**src/rtl/regfile_wb_arbiter_pkg.sv**
```systemverilog
// Shared definitions for the register-file writeback arbiter.
// Latency: n/a (types and constants only).
// Backpressure: n/a.
package wb_pkg;

  // Arbitration state: NORMAL favours the load path (B), FORCE_A lets
  // a starved ALU result (A) through for exactly one cycle.
  typedef enum logic {
    ST_NORMAL  = 1'b0,
    ST_FORCE_A = 1'b1
  } arb_state_e;

  // Grant source encoding as seen on Grant_Src.
  localparam logic SRC_A = 1'b0;
  localparam logic SRC_B = 1'b1;

  localparam int DEF_DATA_W = 32;
  localparam int DEF_ADDR_W = 5;

endpackage

```
**src/rtl/regfile_wb_arbiter_if.sv**
```systemverilog
// Writeback request bundle for both requesters (A = ALU, B = load).
// Latency: n/a (wires only).
// Backpressure: Ready is driven by the arbiter; a requester holds Valid/Addr/Data until Ready.
// Ports: master = requester side (drives Valid/Addr/Data), slave = arbiter side (drives Ready).
interface regfile_wb_arbiter_if #(
  parameter int DATA_W = wb_pkg::DEF_DATA_W,
  parameter int ADDR_W = wb_pkg::DEF_ADDR_W
);
  logic              Req_A_Valid;
  logic [ADDR_W-1:0] Req_A_Addr;
  logic [DATA_W-1:0] Req_A_Data;
  logic              Req_A_Ready;

  logic              Req_B_Valid;
  logic [ADDR_W-1:0] Req_B_Addr;
  logic [DATA_W-1:0] Req_B_Data;
  logic              Req_B_Ready;

  modport master (
    output Req_A_Valid, Req_A_Addr, Req_A_Data,
    output Req_B_Valid, Req_B_Addr, Req_B_Data,
    input  Req_A_Ready, Req_B_Ready
  );

  modport slave (
    input  Req_A_Valid, Req_A_Addr, Req_A_Data,
    input  Req_B_Valid, Req_B_Addr, Req_B_Data,
    output Req_A_Ready, Req_B_Ready
  );
endinterface

```
**src/rtl/regfile_wb_arbiter_sat_counter.sv**
```systemverilog
// Saturating up-counter with synchronous clear and count enable.
// Latency: 1 cycle from enable to updated count.
// Backpressure: none; holds at all-ones instead of wrapping.
// Ports: clk, clr (sync, active-high), en, cnt (current value).
module sat_counter #(
  parameter int W = 16
) (
  input  logic         clk,
  input  logic         clr,
  input  logic         en,
  output logic [W-1:0] cnt
);

  logic [W-1:0] cnt_q;
  logic [W-1:0] cnt_d;

  always_comb begin
    cnt_d = cnt_q;
    if (en && (cnt_q != {W{1'b1}})) begin
      cnt_d = cnt_q + {{(W-1){1'b0}}, 1'b1};
    end
  end

  always_ff @(posedge clk) begin
    if (clr) begin
      cnt_q <= '0;
    end else begin
      cnt_q <= cnt_d;
    end
  end

  assign cnt = cnt_q;

endmodule

```
**src/rtl/regfile_wb_arbiter.sv**
```systemverilog
// Two-way arbiter sharing the register file write port between ALU (A) and load (B) results.
// Latency: 1 cycle from handshake to Wr_En/Write_*_Port_1.
// Backpressure: B wins by default; A is forced through after STARVE_LIMIT refused cycles. Output never stalls.
// Ports: Clk_Core, Rst_Core (sync, active-high), req (slave side of the request bundle),
//        Wr_En/Write_Addr_Port_1/Write_Data_Port_1/Grant_Src (registered), Conflict_Cnt (saturating).
module regfile_wb_arbiter
  import wb_pkg::*;
#(
  parameter int DATA_W       = DEF_DATA_W,
  parameter int ADDR_W       = DEF_ADDR_W,
  parameter int STARVE_LIMIT = 4,
  parameter int CNT_W        = 16
) (
  input  logic                 Clk_Core,
  input  logic                 Rst_Core,
  regfile_wb_arbiter_if.slave  req,
  output logic                 Wr_En,
  output logic [ADDR_W-1:0]    Write_Addr_Port_1,
  output logic [DATA_W-1:0]    Write_Data_Port_1,
  output logic                 Grant_Src,
  output logic [CNT_W-1:0]     Conflict_Cnt
);

  // Count value at which one more refusal would hit the limit.
  localparam logic [3:0] STARVE_LAST = 4'(STARVE_LIMIT - 1);

  arb_state_e        state_q, state_d;
  logic [3:0]        starve_q, starve_d;
  logic              wr_en_q, wr_en_d;
  logic [ADDR_W-1:0] addr_q, addr_d;
  logic [DATA_W-1:0] data_q, data_d;
  logic              grant_src_q, grant_src_d;

  logic rdy_a, rdy_b;
  logic grant_a, grant_b;

  always_comb begin
    state_d     = state_q;
    starve_d    = starve_q;
    wr_en_d     = 1'b0;
    addr_d      = addr_q;
    data_d      = data_q;
    grant_src_d = grant_src_q;
    rdy_a       = 1'b0;
    rdy_b       = 1'b0;

    // Ready looks only at the other side's Valid, so no Valid->Ready loop.
    if (!Rst_Core) begin
      unique case (state_q)
        ST_NORMAL: begin
          rdy_b = 1'b1;
          rdy_a = !req.Req_B_Valid;
        end
        ST_FORCE_A: begin
          rdy_a = 1'b1;
          rdy_b = !req.Req_A_Valid;
        end
      endcase
    end

    grant_a = req.Req_A_Valid && rdy_a;
    grant_b = req.Req_B_Valid && rdy_b;

    // FORCE_A lasts one cycle regardless of A, so a dropped A Valid cannot hang it.
    if (state_q == ST_FORCE_A) begin
      state_d = ST_NORMAL;
    end

    if (!req.Req_A_Valid || grant_a) begin
      starve_d = 4'd0;
    end else if (starve_q == STARVE_LAST) begin
      starve_d = 4'd0;
      state_d  = ST_FORCE_A;
    end else begin
      starve_d = starve_q + 4'd1;
    end

    // Register 0 is hardwired: the grant is still recorded but no write fires.
    if (grant_a) begin
      wr_en_d     = |req.Req_A_Addr;
      addr_d      = req.Req_A_Addr;
      data_d      = req.Req_A_Data;
      grant_src_d = SRC_A;
    end else if (grant_b) begin
      wr_en_d     = |req.Req_B_Addr;
      addr_d      = req.Req_B_Addr;
      data_d      = req.Req_B_Data;
      grant_src_d = SRC_B;
    end
  end

  always_ff @(posedge Clk_Core) begin
    if (Rst_Core) begin
      state_q     <= ST_NORMAL;
      starve_q    <= 4'd0;
      wr_en_q     <= 1'b0;
      addr_q      <= '0;
      data_q      <= '0;
      grant_src_q <= SRC_A;
    end else begin
      state_q     <= state_d;
      starve_q    <= starve_d;
      wr_en_q     <= wr_en_d;
      addr_q      <= addr_d;
      data_q      <= data_d;
      grant_src_q <= grant_src_d;
    end
  end

  sat_counter #(.W(CNT_W)) u_conflict_cnt (
    .clk (Clk_Core),
    .clr (Rst_Core),
    .en  (req.Req_A_Valid && req.Req_B_Valid),
    .cnt (Conflict_Cnt)
  );

  assign req.Req_A_Ready  = rdy_a;
  assign req.Req_B_Ready  = rdy_b;
  assign Wr_En             = wr_en_q;
  assign Write_Addr_Port_1 = addr_q;
  assign Write_Data_Port_1 = data_q;
  assign Grant_Src         = grant_src_q;

endmodule

```
**src/flat_wrapper.sv**
```systemverilog
// flat-port wrapper written by rule: the top's interface ports become plain ports
module regfile_wb_arbiter_flat import wb_pkg::*;
#(
  parameter int DATA_W       = DEF_DATA_W,
  parameter int ADDR_W       = DEF_ADDR_W,
  parameter int STARVE_LIMIT = 4,
  parameter int CNT_W        = 16
)
  (Clk_Core, Rst_Core, Wr_En, Write_Addr_Port_1, Write_Data_Port_1, Grant_Src, Conflict_Cnt, req_Req_A_Valid, req_Req_A_Addr, req_Req_A_Data, req_Req_B_Valid, req_Req_B_Addr, req_Req_B_Data, req_Req_A_Ready, req_Req_B_Ready);
  regfile_wb_arbiter_if #(.DATA_W(DATA_W), .ADDR_W(ADDR_W)) req_i ();
  input  logic Clk_Core;
  input  logic Rst_Core;
  output logic Wr_En;
  output logic [ADDR_W-1:0] Write_Addr_Port_1;
  output logic [DATA_W-1:0] Write_Data_Port_1;
  output logic Grant_Src;
  output logic [CNT_W-1:0] Conflict_Cnt;
  input wire logic [$bits(req_i.Req_A_Valid)-1:0] req_Req_A_Valid;
  input wire logic [$bits(req_i.Req_A_Addr)-1:0] req_Req_A_Addr;
  input wire logic [$bits(req_i.Req_A_Data)-1:0] req_Req_A_Data;
  input wire logic [$bits(req_i.Req_B_Valid)-1:0] req_Req_B_Valid;
  input wire logic [$bits(req_i.Req_B_Addr)-1:0] req_Req_B_Addr;
  input wire logic [$bits(req_i.Req_B_Data)-1:0] req_Req_B_Data;
  output wire logic [$bits(req_i.Req_A_Ready)-1:0] req_Req_A_Ready;
  output wire logic [$bits(req_i.Req_B_Ready)-1:0] req_Req_B_Ready;
  assign req_i.Req_A_Valid = req_Req_A_Valid;
  assign req_i.Req_A_Addr = req_Req_A_Addr;
  assign req_i.Req_A_Data = req_Req_A_Data;
  assign req_i.Req_B_Valid = req_Req_B_Valid;
  assign req_i.Req_B_Addr = req_Req_B_Addr;
  assign req_i.Req_B_Data = req_Req_B_Data;
  assign req_Req_A_Ready = req_i.Req_A_Ready;
  assign req_Req_B_Ready = req_i.Req_B_Ready;
  regfile_wb_arbiter #(.DATA_W(DATA_W), .ADDR_W(ADDR_W), .STARVE_LIMIT(STARVE_LIMIT), .CNT_W(CNT_W)) u_core (.Clk_Core(Clk_Core), .Rst_Core(Rst_Core), .req(req_i), .Wr_En(Wr_En), .Write_Addr_Port_1(Write_Addr_Port_1), .Write_Data_Port_1(Write_Data_Port_1), .Grant_Src(Grant_Src), .Conflict_Cnt(Conflict_Cnt));
endmodule
```
**config.mk**
```make
export PLATFORM = sky130hd
export DESIGN_NAME = regfile_wb_arbiter_flat
export DESIGN_NICKNAME = d
export VERILOG_FILES = /design/src/rtl/regfile_wb_arbiter_pkg.sv /design/src/rtl/regfile_wb_arbiter_if.sv /design/src/rtl/regfile_wb_arbiter_sat_counter.sv /design/src/rtl/regfile_wb_arbiter.sv /design/src/flat_wrapper.sv
export SDC_FILE = /design/constraint.sdc
export NUM_CORES = 1
export LEC_CHECK = 0
export CORE_UTILIZATION = 37
export DETAILED_ROUTE_END_ITERATION = 8
export GPL_ROUTABILITY_DRIVEN = 0
export PLACE_DENSITY = 0.71
export SETUP_SLACK_MARGIN = 0.02
export SLEW_MARGIN = 20
export SYNTH_ARGS = -nofsm -noshare
export SYNTH_HDL_FRONTEND = slang
export SYNTH_HIERARCHICAL = 1
export SYNTH_SLANG_ARGS = --single-unit
```
**constraint.sdc**
```tcl
create_clock -name Clk_Core -period 2.3 [get_ports Clk_Core]
set_input_delay 0.23 -clock Clk_Core [delete_from_list [all_inputs] [get_ports Clk_Core]]
set_output_delay 0.23 -clock Clk_Core [all_outputs]
set_load 0.01 [all_outputs]
```
Yosys cells after proc, flatten, opt, wreduce, memory -nomap -nowiden
Cells that the tools add are included.
- bits in registers: 60
- bits in latches: 0
- memory bits (writable): 0
- ROM bits: 0
- bits of input ports: 78
- output and inout bits: 57
- word-level logic and storage cells: 36
- memories: 0
- add/sub/neg operators: 2
- $mul: 0
- divide/modulo/power cells: 0
- order comparisons: 0
- equal/unequal tests: 2
- shifts and indexed selects: 0
- muxes and demuxes: 11
- bitwise gates (word level): 1
- reductions and logical operators: 13
- operators by type and width (cell ; count):
    32-bit two-way mux ; 2
    16-bit by 1-bit adder with 16-bit output (second input constant) ; 1
    16-bit inequality test (second input constant) ; 1
    5-bit two-way mux ; 2
    5-bit OR reduction ; 2
    1-bit two-way mux ; 5
    4-bit by 1-bit adder with 4-bit output (second input constant) ; 1
    4-bit by 2-bit == test with 1-bit output (second input constant) ; 1
    1-bit logical AND ; 4
    1-bit case mux with 2 select lines ; 2
    2-bit OR reduction ; 2
    3-bit OR reduction ; 1
    1-bit logical NOT ; 2
    2-bit nonzero test ; 1
    1-bit logical OR ; 1
    1-bit NOT ; 1

Depth between registers and ports, before layout
- depth in word-level cells: 6
- depth in mapped cells: 7
- gate-level depth less buffers: 5

Hierarchy
Netlist, hierarchy kept.
- by module, submodules not included (module ; instances ; cells each ; area an instance (um^2) ; seq. area each (um^2)):
    regfile_wb_arbiter ; 1 ; 202 ; 2011.9 ; 880.8
    sat_counter ; 1 ; 99 ; 848.3 ; 320.3

Worst setup path before layout
OpenSTA, ideal clock, no wires.
- path type: input to register
- start point: input port req_Req_A_Valid
- end point: register u_core.u_conflict_cnt.cnt_q[7], in the netlist u_core/u_conflict_cnt/cnt[7]
- library setup time: 0.070 ns
- arrival time: 1.726 ns
- required time: 2.230 ns
- path slack: 0.504 ns
- stages: 7
- path buffers: 3
- cell sequence: buf_2 > clkbuf_1 > and2_1 > nand2_1 > clkbuf_1 > or4_1 > a21oi_1
- cells in the longest elaborated chain, start to end: 2
- RTL lines (item ; line ; source):
    from (decl) ; flat_wrapper.sv:18 ; input wire logic [$bits(req_i.Req_A_Valid)-1:0] req_Req_A_Valid;
    1-bit logical AND ; regfile_wb_arbiter.sv:113 ; .en (req.Req_A_Valid && req.Req_B_Valid),
    1-bit logical AND ; regfile_wb_arbiter_sat_counter.sv:19 ; if (en && (cnt_q != {W{1'b1}})) begin
    to (signal assigned) ; regfile_wb_arbiter_sat_counter.sv:28 ; cnt_q <= cnt_d;
    to (decl) ; regfile_wb_arbiter_sat_counter.sv:14 ; logic [W-1:0] cnt_q;
No other way between the ends.
A chain may end at the register's enable or synchronous reset.

Final worst setup path
- start point: input port req_Req_B_Valid
- end point: output port req_Req_A_Ready
- cells in the longest elaborated chain, start to end: 3
- RTL lines (item ; line ; source):
    from (decl) ; flat_wrapper.sv:21 ; input wire logic [$bits(req_i.Req_B_Valid)-1:0] req_Req_B_Valid;
    1-bit logical NOT ; regfile_wb_arbiter.sv:52 ; rdy_a = !req.Req_B_Valid;
    1-bit case mux with 2 select lines ; regfile_wb_arbiter.sv:49 ; unique case (state_q)
    1-bit two-way mux ; regfile_wb_arbiter.sv:48 ; if (!Rst_Core) begin
    to (decl) ; flat_wrapper.sv:24 ; output wire logic [$bits(req_i.Req_A_Ready)-1:0] req_Req_A_Ready;
No other way between the ends.

==> results.py <==
metrics = {
    "clock_network": {
        "cts_buffer_depth": 2,
        "cts_tree": "done",
        "htreeDepth": 3,
        "clkLatencyLatePin_ns": 0.33,
        "post_cts_resized": 0,
        "cts_sinks": 60,
        "cts_hold_buffers": 0,
        "clk_pin_slew_ns": 0.06,
        "numCtsBuffers": 9,
        "cts_root_buf": "clkbuf_8",
        "postCtsSetupBuffers": 0,
    },
    "place": {
        "io_buffer_count": 134,
        "place_ws_ns": 0.217,
        "dp_cells": 520,
        "dp_hpwl_um": 6460,
    },
    "sta": {
        "period_minus_slack_ns": 1.99,
        "final-setup-viol-count": 0,
        "slew_headroom": 0.573,
        "rsz0062_at_grt": "no",
        "final-hold-violation-count": 0,
        "report.final.slew_viol_count": 0,
        "skew_ns": 0.00824,
        "min_period_over_period": 0.866,
        "fmax_mhz": 502,
        "worst_slack_ns": 0.309,
        "finalSetupTns_ns": 0,
        "worst_pin_slew_ns": 0.633,
    },
    "pwr": {
        "leakage_nw": 1.70,
        "p_per_area_nw_per_um2": 572,
        "peakVddDrop_mv": 0.366,
    },
    "synth": {
        "synth_largest_area_cell": "dfxtp_1",
        "synth_cells": 301,
        "synthArstFlopShare": 0,
        "ys_seq_area_frac": 0.420,
        "synth_top_area_share": 0.420,
        "syn_nets": 381,
        "ys_types": 44,
        "synth_area_per_cell_um2": 9.50,
        "synth_flop_cell": "dfxtp_1",
        "synth_warnings": 6,
        "ys_ff_latch": 60,
        "synthTopCellsByArea": "dfxtp_1 42%, a221o_1 13%, a2111oi_0 10%",
        "synth-edff-count": 0,
        "netlist_area_um2": 2860,
    },
    "global_routing": {
        "grt_antenna_before_repair": 0,
        "gr-usage-met1": 0.254,
        "track_usage": 0.225,
        "grt_pass1_vias": 2965,
        "grt_pass1_wl_um": 14500,
        "grt_max_degree": 38,
        "overflow": 0,
        "grtUsageMet2": 0.383,
        "use_met3": 0.0668,
        "grt.busiest_layer": "met2",
    },
    "die": {
        "coreArea_um2": 7370,
        "initial_utilization": 0.388,
        "io_pins": 135,
        "die-width_um": 89.9,
        "placementRows": 31,
        "die_area_um2": 8090,
        "dieHeight_um": 89.9,
    },
    "worst_hold_path": {
        "hold_class": "in -> reg",
        "min_from": "Rst_Core",
        "holdPathEnd": "u_core/Grant_Src",
        "hold_depth": 2,
    },
    "critical_path": {
        "critical_path_class": "in -> out",
        "required_ns": 2.07,
        "end_kind": "primary output",
        "rr_startpoint": "u_core/u_conflict_cnt/cnt[0]",
        "arrival_ns": 1.76,
        "cp-start-kind": "primary input",
        "r2r_end": "u_core/u_conflict_cnt/cnt[11]",
        "crit_fanout": 26,
        "r2r_setup_slack_ns": 0.52,
        "r2r_cells": 6,
    },
    "routing": {
        "routed_wl_um": 8990,
        "vias": 2959,
        "drt_pass1_iterations": 4,
        "final_antenna_net_count": 0,
        "drc": 0,
        "avgViaCountPerCell": 5.52,
        "wl_per_cell_um": 16.8,
        "drt_iter0_markers": 105,
    },
    "flow_run": {
        "cap_violations": 0,
    },
    "cells_and_area": {
        "final_cells": 536,
        "mostFrequentLayoutCells": "133 x clkdlybuf4s50_1, 60 x dfxtp_1, 37 x a221o_1, 36 x inv_1, 33 x a2111oi_0",
        "area_growth_pct": 56.5,
        "layout_commonest_cell": "clkdlybuf4s50_1",
        "final_layout_size_suffix_gt1_frac": 0.0824,
        "fin_nets": 512,
        "fillCellCount": 633,
        "antenna_cells": 0,
    },
    "outcome": {
        "run_status": "complete, no violations",
    },
}
-- worst max-delay path by stage --
stage	to	cells after the start	from	slack [ns]
floorplan	u_core/u_conflict_cnt/cnt[7]	7	req_Req_A_Valid	0.50
global placement	u_core/u_conflict_cnt/cnt[6]	7	req_Req_A_Valid	0.25
detailed placement	u_core/u_conflict_cnt/cnt[6]	7	req_Req_A_Valid	0.22
CTS	req_Req_B_Ready	4	req_Req_A_Valid	0.30
global route	req_Req_A_Ready	5	req_Req_B_Valid	0.23
finish	req_Req_A_Ready	5	req_Req_B_Valid	0.31
-- synthesized netlist by cell type, types with 5 or more instances --
cell type and instances:
a221o_1 37, nand2_1 9, a2111oi_0 33, or4_1 9
a21oi_1 12, clkbuf_1 11, nor2_1 11, buf_2 10
inv_1 36, o31ai_1 6, dfxtp_1 60, and3_1 5
nand3_1 7
-- routing by layer --
metal	part of all wire	wire length, um
met5	0	0
met4	0.031	282
met3	0.076	688
met2	0.48	4350
met1	0.41	3670
-- power breakdown --
part / internal (mW) / leakage, nW / switching (mW)
sequential: 1.10 / 0.494 / 0.0356
combinational: 0.279 / 1.10 / 0.176
clock: 0.556 / 0.102 / 0.415
-- final cells by class --
type	instances	area, um2	share of cell area
clock inverter	4	47.5	0.0106
inverter	36	135	0.0302
sequential	60	1200	0.268
multi-input combinational	178	1380	0.308
timing repair buffer	147	1430	0.320
clock buffer	12	155	0.0347
tap	99	124	0.0277
-- stage by stage --
step                      hold WS (ns)  total power [mW]   util  area [um2]
after floorplan                  0.368              1.32      -        2860
after global placement           0.444              1.61  0.580        4270
after detailed placement         0.466              1.61  0.580        4270
after CTS                        0.300              2.58  0.607        4480
after global routing             0.310              2.67  0.607        4480
final                            0.314              2.56  0.607        4480
-- worst max-delay path, cell delays in order --
cell and delay, ns:
clkdlybuf4s50_1 0.41, buf_4 0.18, nand2b_4 0.21, nor2b_1 0.17
clkdlybuf4s50_1 0.54
-- kinds of logic (layout without fill, tap and decap cells) --
| logic type | Yosys count | in the layout | share of synthesized area |
|---|---|---|---|
| DFF | 60 | 60 | 0.420 |
| adders and majority gates | 2 | 2 | 0.00875 |
| muxes | 3 | 3 | 0.0114 |
| buffers and inverters | 63 | 199 | 0.0980 |
| and+or+nand+nor | 72 | 72 | 0.162 |
| AOI/OAI and AO/OA | 98 | 98 | 0.291 |
| xor gates and xnor gates | 3 | 3 | 0.00919 |
-- flip-flops by register name (all words and copies together) (netlist names) --
register / count
u_core/Wr_En: 1
u_core/u_conflict_cnt/cnt: 16
u_core/Write_Addr_Port_1: 5
u_core/state_q: 1
u_core/Write_Data_Port_1: 32
u_core/Grant_Src: 1
u_core/starve_q: 4
Power figures use the tool's default switching activity.
